$ cat src/rtl/i2c_multi_byte_sequencer.sv
// rtl/i2c_multi_byte_sequencer.sv - I2C master phase sequencer: burst write, repeated-START register read, address probe
// Drives SCL/SDA control levels and hands each byte to the external shifter, checking slave ACKs.
module i2c_multi_byte_sequencer #(
    parameter  int MAX_BYTES         = 16,
    parameter  int START_STOP_DELAY  = 350,
    parameter  int SCL_RISE_DELAY    = 157,
    parameter  int ACK_DELAY         = 1600,
    parameter  int SDA_RELEASE_DELAY = 540,
    parameter  int BUS_FREE_DELAY    = 300,
    localparam int NW                = $clog2(MAX_BYTES + 1),
    localparam int IW                = $clog2(MAX_BYTES)
) (
    input  logic          clock,
    input  logic          reset,
    input  logic          start_transfer,
    input  logic          read_mode,
    input  logic [NW-1:0] n_bytes,
    input  logic          byte_done,
    input  logic          ack,
    output logic          shift_byte,
    output logic [1:0]    byte_kind,
    output logic [IW-1:0] byte_index,
    output logic          master_ack,
    output logic          timebase_enable,
    output logic          sda_control,
    output logic          scl_control,
    output logic          busy,
    output logic          transfer_done,
    output logic          nack_error
);

    typedef enum logic [2:0] {
        S_IDLE,
        S_START,
        S_ADDR,
        S_BYTE,
        S_ACK_WAIT,
        S_RSTART,
        S_STOP,
        S_BUS_FREE
    } state_t;

    localparam logic [1:0] KIND_ADDR_W  = 2'd0;
    localparam logic [1:0] KIND_ADDR_R  = 2'd1;
    localparam logic [1:0] KIND_WR_DATA = 2'd2;
    localparam logic [1:0] KIND_RD_DATA = 2'd3;

    localparam logic [15:0] T_START_STOP  = 16'(START_STOP_DELAY);
    localparam logic [15:0] T_SCL_RISE    = 16'(SCL_RISE_DELAY);
    localparam logic [15:0] T_ACK         = 16'(ACK_DELAY);
    localparam logic [15:0] T_SDA_RELEASE = 16'(SDA_RELEASE_DELAY);
    localparam logic [15:0] T_BUS_FREE    = 16'(BUS_FREE_DELAY);
    localparam logic [15:0] T_RS_SDA      = 16'(2 * SCL_RISE_DELAY);
    localparam logic [15:0] T_RS_END      = 16'(2 * SCL_RISE_DELAY + START_STOP_DELAY);
    localparam logic [NW-1:0] MAX_N       = NW'(MAX_BYTES);

    state_t          state_q, state_d;
    logic [15:0]     timer_q, timer_d;
    logic [NW-1:0]   n_bytes_q, n_bytes_d;
    logic            read_mode_q, read_mode_d;
    logic            nack_error_q, nack_error_d;
    logic            sda_q, sda_d;
    logic            scl_q, scl_d;
    logic            tb_en_q, tb_en_d;
    logic            busy_q, busy_d;
    logic [1:0]      kind_q, kind_d;
    logic [IW-1:0]   index_q, index_d;
    logic            done_q, done_d;
    logic [NW-1:0]   index_ext;
    logic            last_data;

    assign index_ext = NW'(index_q);
    assign last_data = (index_ext + NW'(1)) == n_bytes_q;

    always_ff @(posedge clock) begin
        if (!reset) begin
            state_q      <= S_IDLE;
            timer_q      <= '0;
            n_bytes_q    <= '0;
            read_mode_q  <= 1'b0;
            nack_error_q <= 1'b0;
            sda_q        <= 1'b1;
            scl_q        <= 1'b1;
            tb_en_q      <= 1'b0;
            busy_q       <= 1'b0;
            kind_q       <= KIND_ADDR_W;
            index_q      <= '0;
            done_q       <= 1'b0;
        end else begin
            state_q      <= state_d;
            timer_q      <= timer_d;
            n_bytes_q    <= n_bytes_d;
            read_mode_q  <= read_mode_d;
            nack_error_q <= nack_error_d;
            sda_q        <= sda_d;
            scl_q        <= scl_d;
            tb_en_q      <= tb_en_d;
            busy_q       <= busy_d;
            kind_q       <= kind_d;
            index_q      <= index_d;
            done_q       <= done_d;
        end
    end

    always_comb begin
        state_d      = state_q;
        n_bytes_d    = n_bytes_q;
        read_mode_d  = read_mode_q;
        nack_error_d = nack_error_q;
        sda_d        = sda_q;
        scl_d        = scl_q;
        tb_en_d      = tb_en_q;
        busy_d       = busy_q;
        kind_d       = kind_q;
        index_d      = index_q;
        done_d       = 1'b0;
        timer_d      = '0;

        case (state_q)
            S_IDLE: begin
                if (start_transfer) begin
                    // Counts beyond MAX_BYTES would overflow byte_index, so clamp them.
                    n_bytes_d    = (n_bytes > MAX_N) ? MAX_N : n_bytes;
                    read_mode_d  = read_mode;
                    nack_error_d = 1'b0;
                    sda_d        = 1'b0;
                    busy_d       = 1'b1;
                    index_d      = '0;
                    state_d      = S_START;
                end
            end
            S_START: begin
                if (timer_q == T_START_STOP) begin
                    scl_d   = 1'b0;
                    tb_en_d = 1'b1;
                    kind_d  = KIND_ADDR_W;
                    state_d = S_ADDR;
                end
            end
            S_ADDR, S_BYTE: begin
                // A done strobe coinciding with our own shift_byte belongs to the previous byte.
                if (byte_done && timer_q != '0) begin
                    state_d = S_ACK_WAIT;
                end
            end
            S_ACK_WAIT: begin
                if (timer_q > T_SDA_RELEASE) begin
                    sda_d = 1'b1;
                end
                if (timer_q == T_ACK) begin
                    if (kind_q == KIND_WR_DATA || kind_q == KIND_RD_DATA) begin
                        index_d = index_q + IW'(1);
                    end
                    if (kind_q != KIND_RD_DATA && !ack) begin
                        nack_error_d = 1'b1;
                        state_d      = S_STOP;
                    end else begin
                        case (kind_q)
                            KIND_ADDR_W: begin
                                if (n_bytes_q == '0) begin
                                    state_d = S_STOP;
                                end else begin
                                    kind_d  = KIND_WR_DATA;
                                    state_d = S_BYTE;
                                end
                            end
                            KIND_WR_DATA: begin
                                if (read_mode_q) begin
                                    index_d = '0;
                                    state_d = S_RSTART;
                                end else begin
                                    state_d = last_data ? S_STOP : S_BYTE;
                                end
                            end
                            KIND_ADDR_R: begin
                                kind_d  = KIND_RD_DATA;
                                state_d = S_BYTE;
                            end
                            default: begin
                                state_d = last_data ? S_STOP : S_BYTE;
                            end
                        endcase
                    end
                    if (state_d == S_STOP || state_d == S_BYTE) begin
                        sda_d = 1'b0;
                    end
                end
            end
            S_RSTART: begin
                if (timer_q == T_SCL_RISE) begin
                    scl_d = 1'b1;
                end
                if (timer_q == T_RS_SDA) begin
                    sda_d = 1'b0;
                end
                if (timer_q == T_RS_END) begin
                    scl_d   = 1'b0;
                    kind_d  = KIND_ADDR_R;
                    state_d = S_ADDR;
                end
            end
            S_STOP: begin
                if (timer_q == T_SCL_RISE) begin
                    scl_d = 1'b1;
                end
                if (timer_q == T_START_STOP) begin
                    sda_d   = 1'b1;
                    tb_en_d = 1'b0;
                    state_d = S_BUS_FREE;
                end
            end
            S_BUS_FREE: begin
                if (timer_q == T_BUS_FREE) begin
                    done_d  = 1'b1;
                    busy_d  = 1'b0;
                    state_d = S_IDLE;
                end
            end
            default: begin
                state_d = S_IDLE;
            end
        endcase

        // Saturate so a stalled shifter can never wrap back to timer 0 and re-pulse shift_byte.
        if (state_d == state_q && state_q != S_IDLE && timer_q != 16'hFFFF) begin
            timer_d = timer_q + 16'd1;
        end
    end

    assign shift_byte      = (state_q == S_ADDR || state_q == S_BYTE) && timer_q == '0;
    assign byte_kind       = kind_q;
    assign byte_index      = index_q;
    assign master_ack      = (kind_q == KIND_RD_DATA) && !last_data;
    assign timebase_enable = tb_en_q;
    assign sda_control     = sda_q;
    assign scl_control     = scl_q;
    assign busy            = busy_q;
    assign transfer_done   = done_q;
    assign nack_error      = nack_error_q;

endmodule

$ cat config.mk
export PLATFORM = sky130hd
export DESIGN_NAME = i2c_multi_byte_sequencer
export DESIGN_NICKNAME = d
export VERILOG_FILES = /design/src/rtl/i2c_multi_byte_sequencer.sv
export SDC_FILE = /design/constraint.sdc
export NUM_CORES = 1
export LEC_CHECK = 0
export ABC_AREA = 1
export CAP_MARGIN = 20
export CORE_ASPECT_RATIO = 1.75
export CORE_MARGIN = 1.5
export CORE_UTILIZATION = 31
export DETAILED_ROUTE_END_ITERATION = 7
export PLACE_DENSITY_LB_ADDON = 0.1
export SYNTH_ARGS = -nofsm -noshare
export SYNTH_HDL_FRONTEND = slang
export SYNTH_SLANG_ARGS = --single-unit
$ cat constraint.sdc
create_clock -name clock -period 5.5 [get_ports clock]
set_input_delay 1.375 -clock clock [delete_from_list [all_inputs] [get_ports clock]]
set_output_delay 1.375 -clock clock [all_outputs]
set_load 0.05 [all_outputs]
==> insert_results.sql, run 1 <==
INSERT INTO impl_metrics (metric_group, metric, value, unit) VALUES
('layout', 'area_grow_syn2layout', '19.98', '%'),
('yosys', 'synth_area_leaders', 'sky130_fd_sc_hd__dfxtp_1 (31%), sky130_fd_sc_hd__nand2_1 (10%), sky130_fd_sc_hd__nor2_1 (7.3%)', ''),
('yosys', 'proportion_of_synthesized_chip_area_in_sequential_cells', '30.64', '%'),
('floorplan', 'die_width', '69.75', 'µm'),
('clock_tree', 'tritoncts_num_sinks', '37', ''),
('critical_path', 'crit_path_end_kind', 'output pin', ''),
('clock_tree', 'cts.repair_timing.setup_buffer_count', '0', ''),
('critical_path', 'cp_slowest_cell', 'sky130_fd_sc_hd__clkdlybuf4s50_1', ''),
('drt', 'routed_wire_length_per_instance', '13.79', 'µm'),
('pwr', 'power_density', '286.9', 'nW/µm²'),
('yosys', 'synthAdderAreaFrac', '2.588', '%'),
('sta', 'timing_hold_violations_final', '0', ''),
('critical_path', 'worstSetupPathType', 'reg -> out', ''),
('global_route', 'grt_start_max_net_pins', '17', ''),
('yosys', 'yosys-mux-area-fraction', '0', '%'),
('floorplan', 'effective_utilization_at_floorplan', '31.94', '%'),
('global_route', 'global_route.overflow_total', '0', ''),
('drt', 'number_of_drc_violations_after_detailed_routing_iteration_0', '118', ''),
('clock_tree', 'clkLatencyLatePin', '290', 'ps'),
('clock_tree', 'clock_tree.root_cell', 'sky130_fd_sc_hd__clkbuf_16', ''),
('yosys', 'synth_fp_nets', '371', ''),
('layout', 'nets_finish', '397', ''),
('clock_tree', 'cts.path.max_buffers', '2', ''),
('critical_path', 'regToRegSetupSlack', '3300', 'ps'),
('drt', 'detailedRoute.firstPassIterationCount', '4', ''),
('status', 'outcome', 'finished, final reports clean', ''),
('critical_path', 'worstPathRequired', '4120', 'ps'),
('sta', 'final.period_utilization', '67.25', '%'),
('floorplan', 'floorplan.core_area', '7567', 'µm²'),
('placement', 'place.gp.congestion', '0.8270', ''),
('pwr', 'power.ir.vdd_worst', '110.2', 'µV'),
('drt', 'wirelength', '6481', 'µm'),
('yosys', 'syn-instance-count', '355', ''),
('global_route', 'first_pass_grt_wire_length', '11010', 'µm'),
('global_route', 'first_global_vias', '2377', ''),
('sta', 'finalClockSkew', '5.783', 'ps'),
('sta', 'hold_slack', '463.2', 'ps'),
('clock_tree', 'cts-resized-gates', '0', ''),
('sta', 'setup_total_negative_slack', '0', 'ps'),
('yosys', 'ys_warn_count', '0', ''),
('sta', 'slew-limit-headroom', '64.33', '%'),
('yosys', 'synth_top_cell_by_area', 'sky130_fd_sc_hd__dfxtp_1', ''),
('sta', 'grt_setup_unrepaired', 'no', ''),
('yosys', 'flip_flop_and_latch_count_after_synthesis', '37', ''),
('yosys', 'post_synth_and_or_nand_nor_area_fraction', '42.34', '%'),
('critical_path', 'path_common_cell', 'sky130_fd_sc_hd__nand2_1', ''),
('clock_tree', 'cts_buffers', '5', ''),
('sta', 'worst-slew-pin-transition', '533.3', 'ps'),
('drt', 'vias', '2239', ''),
('floorplan', 'io-pin-count', '25', ''),
('pwr', 'leakage', '1.136', 'nW'),
('sta', 'finalSetupViolations', '0', ''),
('floorplan', 'num_rows', '42', ''),
('yosys', 'main_combinational_cell_family_by_area_after_synthesis', 'simple AND/OR/NAND/NOR gates', ''),
('clock_tree', 'clkSlewWorstSetupHoldPaths', '60', 'ps'),
('run', 'number_of_max_capacitance_violations_reported', '0', ''),
('clock_tree', 'cts_tree', 'done', ''),
('layout', 'insertedDiodeCount', '0', ''),
('clock_tree', 'cts_hold_buffers', '0', ''),
('yosys', 'synth_top_area_share', '30.64', '%'),
('drt', 'routed_via_density', '4.764', ''),
('yosys', 'yosys.area_share.xor_xnor', '6.159', '%'),
('critical_path', 'critical_path_cell_list', 'ha_1 > nand2_1 > nand2_1 > nand2_1 > nand3_1 > nor2_1 > a21oi_1 > clkdlybuf4s50_1', ''),
('critical_path', 'critPathArrivalTime', '2320', 'ps'),
('floorplan', 'die-area', '8357', 'µm²'),
('clock_tree', 'cts_htree_levels', '2', ''),
('drt', 'ant_nets', '0', ''),
('sta', 'fin_crit', '3699', 'ps'),
('critical_path', 'worstPathBufferInverterCount', '1', ''),
('sta', 'report.final.slew_viol_count', '0', ''),
('critical_path', 'timing.critical_path.from_type', 'flip-flop', '');
through the flow:
stage	setup WS (ps)	util [%]	std cells	power, mW
4_1_cts	1793	38.33	470	0.8443
6_report	1801	38.33	470	0.8322
2_1_floorplan	2022	-	355	0.4505
3_3_place_gp	2145	36.06	462	0.5036
5_1_grt	1611	38.33	470	0.8760
3_5_place_dp	2119	36.06	462	0.5036
routing by layer:
| metal | vias up | GRT usage [%] | routed length, µm | part of all wire, % |
|---|---|---|---|---|
| met5 | - | 0 | 0 | 0 |
| met4 | 0 | 9.615 | 301 | 4.6 |
| met3 | 17 | 3.275 | 142 | 2.2 |
| met2 | 36 | 34.01 | 3744 | 58 |
| met1 | 998 | 15.26 | 2292 | 35 |
| li1 | 1188 | - | - | - |
cells in the mapped netlist:
library cell	number
sky130_fd_sc_hd__o22ai_1	1
sky130_fd_sc_hd__xor2_1	14
sky130_fd_sc_hd__nand3b_1	1
sky130_fd_sc_hd__a21o_1	1
sky130_fd_sc_hd__clkinv_1	1
sky130_fd_sc_hd__nor2_4	11
sky130_fd_sc_hd__nand3_1	33
sky130_fd_sc_hd__inv_2	9
sky130_fd_sc_hd__nor3_4	1
sky130_fd_sc_hd__nand3_2	3
sky130_fd_sc_hd__or2_1	1
sky130_fd_sc_hd__o2111ai_1	2
sky130_fd_sc_hd__clkbuf_1	1
sky130_fd_sc_hd__a21oi_1	15
sky130_fd_sc_hd__nor4_1	1
sky130_fd_sc_hd__nand2_1	65
sky130_fd_sc_hd__o21ai_0	10
sky130_fd_sc_hd__nor2_2	17
sky130_fd_sc_hd__ha_1	5
sky130_fd_sc_hd__nand2_2	6
sky130_fd_sc_hd__nand4_1	10
sky130_fd_sc_hd__buf_2	3
sky130_fd_sc_hd__o211ai_1	1
sky130_fd_sc_hd__a211oi_1	3
sky130_fd_sc_hd__nand2_4	1
sky130_fd_sc_hd__nor2_1	47
sky130_fd_sc_hd__buf_12	1
sky130_fd_sc_hd__o21ai_2	1
sky130_fd_sc_hd__inv_1	43
sky130_fd_sc_hd__xnor2_1	3
sky130_fd_sc_hd__o41ai_1	1
sky130_fd_sc_hd__nor3_1	6
sky130_fd_sc_hd__dfxtp_1	37
sequential cells by signal, indices dropped and copies added, names as in the netlist:
name	flops
transfer_done	1
timebase_enable	1
scl_control	1
byte_index	4
nack_error	1
read_mode_q	1
n_bytes_q	5
busy	1
sda_control	1
timer_q	16
byte_kind	2
state_q	3
worst reg2reg max path, cell delays in order, from the launching register on:
cell	delay [ps]
sky130_fd_sc_hd__dfxtp_1	370
sky130_fd_sc_hd__inv_1	110
sky130_fd_sc_hd__ha_1	220
sky130_fd_sc_hd__inv_1	70
sky130_fd_sc_hd__nor2_2	130
sky130_fd_sc_hd__nand3_1	110
sky130_fd_sc_hd__nor2_1	180
sky130_fd_sc_hd__nor2_1	100
sky130_fd_sc_hd__nor2_2	170
sky130_fd_sc_hd__nand2_1	70
sky130_fd_sc_hd__nand2_1	60
sky130_fd_sc_hd__nand2_1	60
sky130_fd_sc_hd__nor2_2	130
sky130_fd_sc_hd__nand2_4	220
sky130_fd_sc_hd__nor2_1	160
placed cells by master (no fill, tap or decap), types with 2 or more instances in the layout:
master / instances
sky130_fd_sc_hd__clkdlybuf4s50_1: 24
sky130_fd_sc_hd__nor2_4: 11
sky130_fd_sc_hd__nand4_1: 10
sky130_fd_sc_hd__nor2_2: 17
sky130_fd_sc_hd__ha_1: 5
sky130_fd_sc_hd__dfxtp_1: 37
sky130_fd_sc_hd__xnor2_1: 3
sky130_fd_sc_hd__nand3_2: 3
sky130_fd_sc_hd__inv_1: 43
sky130_fd_sc_hd__inv_2: 9
sky130_fd_sc_hd__a211oi_1: 3
sky130_fd_sc_hd__nor3_1: 6
sky130_fd_sc_hd__nor2_1: 47
sky130_fd_sc_hd__nand3_1: 33
sky130_fd_sc_hd__clkbuf_16: 5
sky130_fd_sc_hd__nand2_2: 6
sky130_fd_sc_hd__o21ai_0: 10
sky130_fd_sc_hd__nand2_1: 65
sky130_fd_sc_hd__a21oi_1: 15
sky130_fd_sc_hd__xor2_1: 14
sky130_fd_sc_hd__o2111ai_1: 2
path summary, 6_finish.rpt:
path | from | depth (start not counted) | endpoint
max | byte_index[0]$_SDFFE_PN0P_ | 8 | master_ack
min | nack_error$_SDFFE_PN0P_ | 2 | nack_error$_SDFFE_PN0P_
max reg2reg | timer_q[0]$_SDFF_PN0_ | 14 | timer_q[9]$_SDFF_PN0_
min reg2reg | nack_error$_SDFFE_PN0P_ | 2 | nack_error$_SDFFE_PN0P_
power breakdown:
| group | internal, mW | switching [mW] |
|---|---|---|
| Combinational | 0.0613 | 0.129 |
| Clock | 0.215 | 0.122 |
| Sequential | 0.284 | 0.0215 |
| Total | 0.560 | 0.272 |
area by class of cell:
type                            count  area [µm²]  area share (%)
Sequential cell                    37       740.7           25.54
Clock inverter                      3       46.29           1.596
Inverter                           53       198.9           6.859
Tap cell                           88       110.1           3.796
Multi-Input combinational cell    260        1439           49.61
Timing Repair Buffer               24       240.2           8.283
Clock buffer                        5       125.1           4.314
cells by family (layout without fill, tap and decap cells):
kind of cell    after synthesis  after routing
flops                        37             37
simple gates                203            203
compound gates               35             35
xor+xnor                     17             17
buf+inv                      58             85
fa+ha+maj                     5              5
No activity file was read; power rests on OpenSTA's default activity.
==> run 2: changes to the inputs <==
==> constraint.sdc (replaced) <==
create_clock -name clock -period 3.15 [get_ports clock]
set_input_delay 0.7875 -clock clock [delete_from_list [all_inputs] [get_ports clock]]
set_output_delay 0.7875 -clock clock [all_outputs]
set_load 0.05 [all_outputs]
==> insert_results.sql, run 2 (same netlist as run 1, synthesis figures left out) <==
INSERT INTO impl_metrics (metric_group, metric, value, unit) VALUES
('sta', 'finalClockSkew', '2.535', 'ps'),
('layout', 'max_flop_register', 'timer_q', ''),
('drt', 'routed_via_density', '4.828', ''),
('sta', 'finalSetupViolations', '0', ''),
('clock_tree', 'tritoncts_num_sinks', '37', ''),
('drt', 'ant_nets', '0', ''),
('critical_path', 'r2r_cells', '13', ''),
('critical_path', 'timing.critical_path.from_type', 'flip-flop', ''),
('drt', 'detailedRoute.firstPassIterationCount', '4', ''),
('floorplan', 'io-pin-count', '25', ''),
('clock_tree', 'cts.path.max_buffers', '2', ''),
('sta', 'worst-slew-pin-transition', '507.9', 'ps'),
('floorplan', 'floorplan.core_area', '7567', 'µm²'),
('layout', 'largest_register_ffs', '16', ''),
('layout', 'drive_gt1_share', '15.40', '%'),
('floorplan', 'num_rows', '42', ''),
('global_route', 'grt_antenna_before_repair', '0', ''),
('hold_path', 'worstHoldStart', 'nack_error$_SDFFE_PN0P_', ''),
('drt', 'drcViolationCount', '0', ''),
('floorplan', 'die_width', '69.75', 'µm'),
('layout', 'layout_common_cells', 'sky130_fd_sc_hd__nand2_1 (65), sky130_fd_sc_hd__nor2_1 (47), sky130_fd_sc_hd__inv_1 (43)', ''),
('placement', 'dpl_hpwl', '5192', 'µm'),
('clock_tree', 'cts-resized-gates', '0', ''),
('clock_tree', 'clock_tree.root_cell', 'sky130_fd_sc_hd__clkbuf_16', ''),
('sta', 'report.final.slew_viol_count', '0', ''),
('drt', 'routed_wire_length_per_instance', '13.46', 'µm'),
('layout', 'insertedDiodeCount', '0', ''),
('drt', 'met1Wirelength', '2266', 'µm'),
('floorplan', 'die_h', '119.8', 'µm'),
('clock_tree', 'cts_htree_levels', '2', ''),
('hold_path', 'hold_path_depth', '2', ''),
('global_route', 'first_global_vias', '2290', ''),
('run', 'number_of_max_capacitance_violations_reported', '0', ''),
('global_route', 'groute.usage.overall', '16.24', '%'),
('layout', 'finalInstanceArea', '2870', 'µm²'),
('drt', 'wl_met3', '118', 'µm'),
('pwr', 'power_density', '471.1', 'nW/µm²'),
('layout', 'number_of_fillers_in_the_final_layout', '841', ''),
('clock_tree', 'cts_hold_buffers', '0', ''),
('drt', 'vias', '2274', ''),
('drt', 'number_of_drc_violations_after_detailed_routing_iteration_0', '101', ''),
('status', 'outcome', 'finished, final reports clean', ''),
('clock_tree', 'cts_buffers', '5', ''),
('drt', 'wirelength', '6341', 'µm'),
('drt', 'dr_wl_met2', '3773', 'µm'),
('critical_path', 'worstSetupPathType', 'reg -> out', ''),
('placement', 'place.gp.congestion', '0.8154', ''),
('drt', 'maxUsedRoutingLayer', 'met4', ''),
('layout', 'layout.cells.most_common', 'sky130_fd_sc_hd__nand2_1', ''),
('placement', 'dp_slack', '547.4', 'ps'),
('global_route', 'grt_start_max_net_pins', '17', ''),
('sta', 'final.period_utilization', '89.07', '%'),
('global_route', 'global_route.overflow_total', '0', ''),
('sta', 'layout_setup_ws', '344.4', 'ps'),
('floorplan', 'effective_utilization_at_floorplan', '31.94', '%'),
('hold_path', 'worstHoldPathType', 'reg -> reg', ''),
('critical_path', 'regToRegSetupSlack', '800', 'ps'),
('critical_path', 'crit_path_end_kind', 'output pin', ''),
('critical_path', 'worst_r2r_endpoint', 'timer_q[8]$_SDFF_PN0_', ''),
('placement', 'port_buffers', '24', ''),
('critical_path', 'cp_max_fo', '7', ''),
('sta', 'timing_hold_violations_final', '0', ''),
('layout', 'nets_finish', '398', ''),
('clock_tree', 'cts_tree', 'done', ''),
('placement', 'dpl_cell_area', '2731', 'µm²'),
('global_route', 'first_pass_grt_wire_length', '10540', 'µm'),
('critical_path', 'reg2reg_from', 'byte_index[0]$_SDFFE_PN0P_', ''),
('sta', 'fin_crit', '2806', 'ps'),
('pwr', 'power.ir.vdd_worst', '205.6', 'µV'),
('clock_tree', 'clkSlewWorstSetupHoldPaths', '60', 'ps'),
('pwr', 'leakage', '1.135', 'nW'),
('critical_path', 'critPathArrivalTime', '2020', 'ps'),
('sta', 'setup_total_negative_slack', '0', 'ps'),
('clock_tree', 'clkLatencyLatePin', '280', 'ps'),
('sta', 'grt_setup_unrepaired', 'no', ''),
('hold_path', 'holdPathEnd', 'nack_error$_SDFFE_PN0P_', ''),
('layout', 'area_grow_syn2layout', '18.74', '%'),
('sta', 'slew-limit-headroom', '66.03', '%'),
('floorplan', 'die-area', '8357', 'µm²'),
('sta', 'maxClockFrequency', '356.4', 'MHz'),
('critical_path', 'worstPathRequired', '2360', 'ps'),
('clock_tree', 'cts.repair_timing.setup_buffer_count', '0', '');
-- run 2: cell types whose count changed in the layout (fill, tap and decap cells not counted), sizes merged --
cell,previous run,this run
buf,0,3
clkinv,2,3
clkbuf,5,6
bufinv,1,0
clkinvlp,1,0
clkdlybuf4s50,24,22
-- run 2: critical path: stages, from the launching register on --
cell and delay (ps):
sky130_fd_sc_hd__dfxtp_1 490, sky130_fd_sc_hd__ha_1 270, sky130_fd_sc_hd__inv_1 50, sky130_fd_sc_hd__nand2_1 70, sky130_fd_sc_hd__nand2_1 90, sky130_fd_sc_hd__nand2_1 70, sky130_fd_sc_hd__nand3_1 70, sky130_fd_sc_hd__nor2_1 300
sky130_fd_sc_hd__a21oi_1 120, sky130_fd_sc_hd__buf_4 210
-- run 2: power by group --
part           switching [mW]  internal, mW  leakage [nW]
Combinational           0.226         0.108         0.765
Sequential             0.0368         0.496         0.300
Clock                   0.195         0.291        0.0706
Total                   0.458         0.895          1.14
-- run 2: layout make-up --
class	instances	area (µm²)	share of cell area (%)
multi-input cells	260	1439	50.13
flip-flops and latches	37	740.7	25.81
repair buffers	25	242.7	8.457
inverters	53	198.9	6.931
clock buffers	6	128.9	4.490
well taps	88	110.1	3.836
clock inverters	2	10.01	0.3487
-- run 2: worst max path at each step --
stage	slack, ps	start	endpoint
floorplan	260	byte_index[0]$_SDFFE_PN0P_	master_ack
global placement	570	ack	timer_q[8]$_SDFF_PN0_
detailed placement	550	ack	timer_q[8]$_SDFF_PN0_
CTS	330	byte_index[0]$_SDFFE_PN0P_	master_ack
global route	230	byte_index[0]$_SDFFE_PN0P_	master_ack
finish	340	byte_index[0]$_SDFFE_PN0P_	master_ack
-- run 2: metrics by stage --
step / std cells / hold WS, ps / total power [mW] / util, %
2_1_floorplan: 355 / 458.1 / 0.7865 / -
3_3_place_gp: 463 / 446.5 / 0.8826 / 36.09
3_5_place_dp: 463 / 443.9 / 0.8818 / 36.09
4_1_cts: 471 / 452.9 / 1.370 / 37.93
5_1_grt: 471 / 481.8 / 1.426 / 37.93
6_report: 471 / 447.6 / 1.352 / 37.93
-- run 2: layer usage --
layer	vias to the layer above	GRT usage [%]
li1	1192	-
met1	1042	14.54
met2	27	34.13
met3	13	2.351
met4	0	7.212
met5	-	0
